File: config.mk
export PLATFORM = sky130hd
export DESIGN_NAME = thermostat_hvac_ctrl
export DESIGN_NICKNAME = d
export VERILOG_FILES = /design/src/rtl/thermostat_hvac_ctrl.sv
export SDC_FILE = /design/constraint.sdc
export NUM_CORES = 1
export LEC_CHECK = 0
export CORE_UTILIZATION = 47
export CTS_CLUSTER_DIAMETER = 150
export CTS_CLUSTER_SIZE = 40
export DETAILED_ROUTE_END_ITERATION = 10
export GPL_ROUTABILITY_DRIVEN = 0
export HOLD_SLACK_MARGIN = 0.03
export PLACE_DENSITY = 0.69
export SYNTH_ARGS = -nofsm -noshare
export SYNTH_HDL_FRONTEND = slang
export SYNTH_SLANG_ARGS = --single-unit
File: constraint.sdc
create_clock -name i_clk -period 4.6 [get_ports i_clk]
set_clock_uncertainty 0.05 [all_clocks]
set_input_delay 1.38 -clock i_clk [delete_from_list [all_inputs] [get_ports i_clk]]
set_output_delay 1.38 -clock i_clk [all_outputs]
set_load 0.01 [all_outputs]
File: src/rtl/thermostat_hvac_ctrl.sv
// HVAC relay controller: hysteresis start/stop thresholds and a short-cycle
// lockout between runs, driving the fan / AC / heat relay outputs.
`timescale 1ns/1ps

module thermostat_hvac_ctrl #(
  parameter int unsigned g_sc_delay_time = 12000000,
  parameter int unsigned g_hysteresis    = 1
) (
  input  logic       i_clk,
  input  logic       i_reset,
  input  logic       i_sys_on,
  input  logic [2:0] i_heat_cool,
  input  logic       i_force_fan,
  input  logic [7:0] i_target_temp,
  input  logic [7:0] i_cur_temp,
  input  logic       i_temp_valid,
  output logic       o_green_fan,
  output logic       o_yellow_ac,
  output logic       o_white_heat,
  output logic       o_sc_lockout,
  output logic       o_temp_seen
);

  localparam int unsigned CNT_W = (g_sc_delay_time > 1) ? $clog2(g_sc_delay_time) : 1;
  localparam logic [CNT_W-1:0] CNT_LOAD = CNT_W'(g_sc_delay_time - 1);
  localparam logic [8:0] HYST9 = 9'(g_hysteresis);

  typedef enum logic [1:0] {
    ST_LOCKOUT = 2'd0,
    ST_IDLE    = 2'd1,
    ST_HEAT    = 2'd2,
    ST_COOL    = 2'd3
  } state_t;

  state_t           r_state;
  logic [CNT_W-1:0] r_count;
  logic [7:0]       r_temp;
  logic             r_temp_seen;
  logic             r_force;

  logic       heat_en;
  logic       cool_en;
  logic [8:0] temp9;
  logic [8:0] tgt9;
  logic       heat_start;
  logic       heat_stop;
  logic       cool_start;
  logic       cool_stop;

  // Auto mode (100) enables both directions; non-one-hot codes enable neither.
  assign heat_en = i_sys_on & ((i_heat_cool == 3'b001) | (i_heat_cool == 3'b100));
  assign cool_en = i_sys_on & ((i_heat_cool == 3'b010) | (i_heat_cool == 3'b100));

  // Zero-extended to 9 bits so adding the hysteresis never wraps.
  assign temp9      = {1'b0, r_temp};
  assign tgt9       = {1'b0, i_target_temp};
  assign heat_start = (temp9 + HYST9) <= tgt9;
  assign heat_stop  = temp9 >= tgt9;
  assign cool_start = temp9 >= (tgt9 + HYST9);
  assign cool_stop  = temp9 <= tgt9;

  always_ff @(posedge i_clk) begin
    if (i_reset) begin
      r_state     <= ST_LOCKOUT;
      r_count     <= CNT_LOAD;
      r_temp      <= '0;
      r_temp_seen <= 1'b0;
      r_force     <= 1'b0;
    end else begin
      r_force <= i_force_fan & i_sys_on;
      if (i_temp_valid) begin
        r_temp      <= i_cur_temp;
        r_temp_seen <= 1'b1;
      end
      case (r_state)
        ST_LOCKOUT: begin
          if (r_count == '0) r_state <= ST_IDLE;
          else               r_count <= r_count - CNT_W'(1);
        end
        ST_IDLE: begin
          // Heat wins when both thresholds hold (only possible with zero hysteresis).
          if (r_temp_seen && heat_en && heat_start)      r_state <= ST_HEAT;
          else if (r_temp_seen && cool_en && cool_start) r_state <= ST_COOL;
        end
        ST_HEAT: begin
          if (heat_stop || !heat_en) begin
            r_state <= ST_LOCKOUT;
            r_count <= CNT_LOAD;
          end
        end
        ST_COOL: begin
          if (cool_stop || !cool_en) begin
            r_state <= ST_LOCKOUT;
            r_count <= CNT_LOAD;
          end
        end
        default: begin
          r_state <= ST_LOCKOUT;
          r_count <= CNT_LOAD;
        end
      endcase
    end
  end

  assign o_white_heat = (r_state == ST_HEAT);
  assign o_yellow_ac  = (r_state == ST_COOL);
  assign o_green_fan  = (r_state == ST_HEAT) | (r_state == ST_COOL) | r_force;
  assign o_sc_lockout = (r_state == ST_LOCKOUT);
  assign o_temp_seen  = r_temp_seen;

endmodule
==> out/qor.yml <==
status: "completed"
fin_crit_sh: 0.905
ys_ff_latch: 36
syn_nets: 354
cts_resized: 0
core_um2: 5200
synth_top_family_by_area: "simple AND/OR/NAND/NOR gates"
clk_pin_slew_ns: 0.07
dp_hpwl_um: 4350
grt_start_max_net_pins: 25
die_w_um: 76.2
die_area_um2: 5810
wl_per_cell_um: 13.9
tns_ns: 0
drc: 0
globalRouteOverflowTotal: 0
syn_area_per_cell_um2: 8.55
fmax_mhz: 240
start_util: 0.498
min-delay-path-class: "flop to flop"
die_y_um: 76.2
p_leak_nw: 1.24
yosys_most_used_dff: "dfxtp_1"
min_from: "r_count[8]$_SDFFE_PP0P_"
worstPathRequired_ns: 4.78
syn_area_um2: 2590
reg2reg_from: "r_temp[0]$_SDFFE_PP0P_"
hold_viol: 0
arrival_ns: 4.34
endpoint: "r_count[11]$_SDFFE_PP1P_"
synth_largest_area_cell: "dfxtp_1"
areaGrowthSynthToFinish_pct: 16.7
slowest_stage: "or4_2"
slew_headroom: 0.510
power_density_nw_per_um2: 228
ios: 29
drive_above_1_share: 0.111
cpPeakStageDelay_ns: 0.63
drt-initial-drc-count: 199
worst_setup_path_start_kind: "input port"
vias: 2257
yosys.area_share.adder: 0.130
finalWirelength_um: 5600
r2r_cells: 8
setup_violations: 0
seq_area_frac_synth: 0.278
cts_buffers: 5
critPathKind: "input port to flop"
synthTopCellsByCount: "36 x dfxtp_1, 27 x ha_1, 25 x nor2_1, 24 x nand2_1, 22 x nand3_1"
grt_pass1_wl_um: 9930
multi_input_area_um2: 1750
port_buffers: 28
yosys.area_share.xor_xnor: 0.0710
fill_cells: 505
cp_cell_sequence: "clkdlybuf4s50_1 -> inv_1 -> ha_1 -> nand4_1 -> or4_4 -> nand2_1 -> o41ai_4 -> or2_4 -> or4_2 -> nand3_1"
r2r_slack_ns: 1.70
total_switching_power_mw: 0.178
synthArstFlopShare: 0
yosys.cell_count.top_type: "dfxtp_1"
yosys.area_share.simple: 0.288
synth_top_area_frac: 0.278
drtAntennaViolNets: 0
vias_per_cell: 5.59
final_net_count: 385
cp_max_fo: 24
diodes: 0
p_seq_frac: 0.480
root_buffer: "clkbuf_8"
cts.sinks: 36
synthMuxAreaShare: 0.0309
intPower_mw: 0.511
synth_area_leaders: "dfxtp_1 28%, ha_1 13%, xnor2_1 5.7%"
power_mw: 0.689
regArea_um2: 721
maxCapViolCount: 0
ctsHoldBuffers: 0
worstMarginPinSlew_ns: 0.730
num_rows: 26
end_kind: "flop"
yosysWarningCount: 0
grt_usage: 0.212
cts_tree: "yes"
synth_compound_area_frac: 0.154
htreeDepth: 2
clockPowerShare: 0.353
postCtsSetupBuffers: 0
sw_frac_of_total: 0.258
r2r_end: "r_count[11]$_SDFFE_PP1P_"
grt_pass1_vias: 2115
antenna_found_initial: 0
dr.pass1.iters: 4
rsz0062_at_grt: "no"
power_frac_comb: 0.167
min_period_ns: 4.16
vdd_drop_max_v: 0.000155
synth_edf_count: 0
drv_slew: 0
cp-startpoint: "i_target_temp[5]"
worstSkewPairLatency_ns: 0.29
syn-instance-count: 303
ys_types: 57
clockBufferDepth: 2
-- metrics by stage --
step / std cells / area (um^2) / hold WS (ns) / util / setup WS (ns)
floorplan: 303 / 2590 / 0.396 / - / 0.890
global placement: 397 / 2930 / 0.407 / 0.562 / 0.266
detailed placement: 397 / 2930 / 0.414 / 0.562 / 0.156
CTS: 404 / 3020 / 0.424 / 0.581 / 0.454
global route: 404 / 3020 / 0.463 / 0.581 / 0.277
finish: 404 / 3020 / 0.428 / 0.581 / 0.438
-- cell type report --
cell class | instances | share of cell area
timing repair buffer | 32 | 0.103
inverter | 16 | 0.0199
tap | 70 | 0.0290
clock buffer | 7 | 0.0319
sequential | 36 | 0.238
multi-input combinational | 243 | 0.578
-- sequential cells by signal (all words and copies together), names as in the netlist --
| signal | flops |
|---|---|
| r_temp | 8 |
| o_temp_seen | 1 |
| r_force | 1 |
| r_count | 24 |
| r_state | 2 |
-- worst min path at each step --
stage	endpoint	slack [ns]	depth (start not counted)
detailed placement	r_count[8]$_SDFFE_PP0P_	0.41	2
global route	r_count[22]$_SDFFE_PP0P_	0.46	2
global placement	r_count[8]$_SDFFE_PP0P_	0.41	2
floorplan	r_count[8]$_SDFFE_PP0P_	0.40	2
CTS	r_count[8]$_SDFFE_PP0P_	0.42	2
finish	r_count[8]$_SDFFE_PP0P_	0.43	2
-- kinds of logic after synthesis --
group | after synthesis
simple gates | 131
compound gates | 56
flops | 36
fa+ha+maj | 27
buf+inv | 24
xor+xnor | 21
mux | 8
-- routing by layer --
layer / share of wire / wire [um] / track usage / vias to the layer above
li1: - / - / - / 1171
met1: 0.53 / 2980 / 0.311 / 1026
met2: 0.41 / 2320 / 0.308 / 53
met3: 0.043 / 239 / 0.0407 / 7
met4: 0.011 / 63 / 0.0692 / 0
met5: 0 / 0 / 0 / -
-- power groups by stage --
stage	clock network (mW)	registers [mW]	logic (mW)
after global placement	0	0.338	0.113
final	0.243	0.331	0.115
after detailed placement	0	0.338	0.114
after global routing	0.261	0.332	0.130
after floorplan	0	0.334	0.0708
after CTS	0.247	0.331	0.115
-- critical path, delay by kind of cell --
family / cells / cell delay (ns)
simple gates: 6 / 1.92
compound gates: 1 / 0.12
buf+inv: 2 / 0.60
fa+ha+maj: 1 / 0.31
-- layout by cell type (no fill, tap or decap), types with 6 or more instances in the layout --
master and n:
inv_1 16, nor4_1 8, nor2_1 25, or3_2 6
xnor2_1 17, ha_1 27, clkdlybuf4s50_1 28, nand3_1 22
nor3_1 8, o21ai_0 10, a21oi_1 13, mux2i_1 8
nand2_1 24, dfxtp_1 36, clkbuf_8 7
No activity file was read; power rests on OpenSTA's default activity.
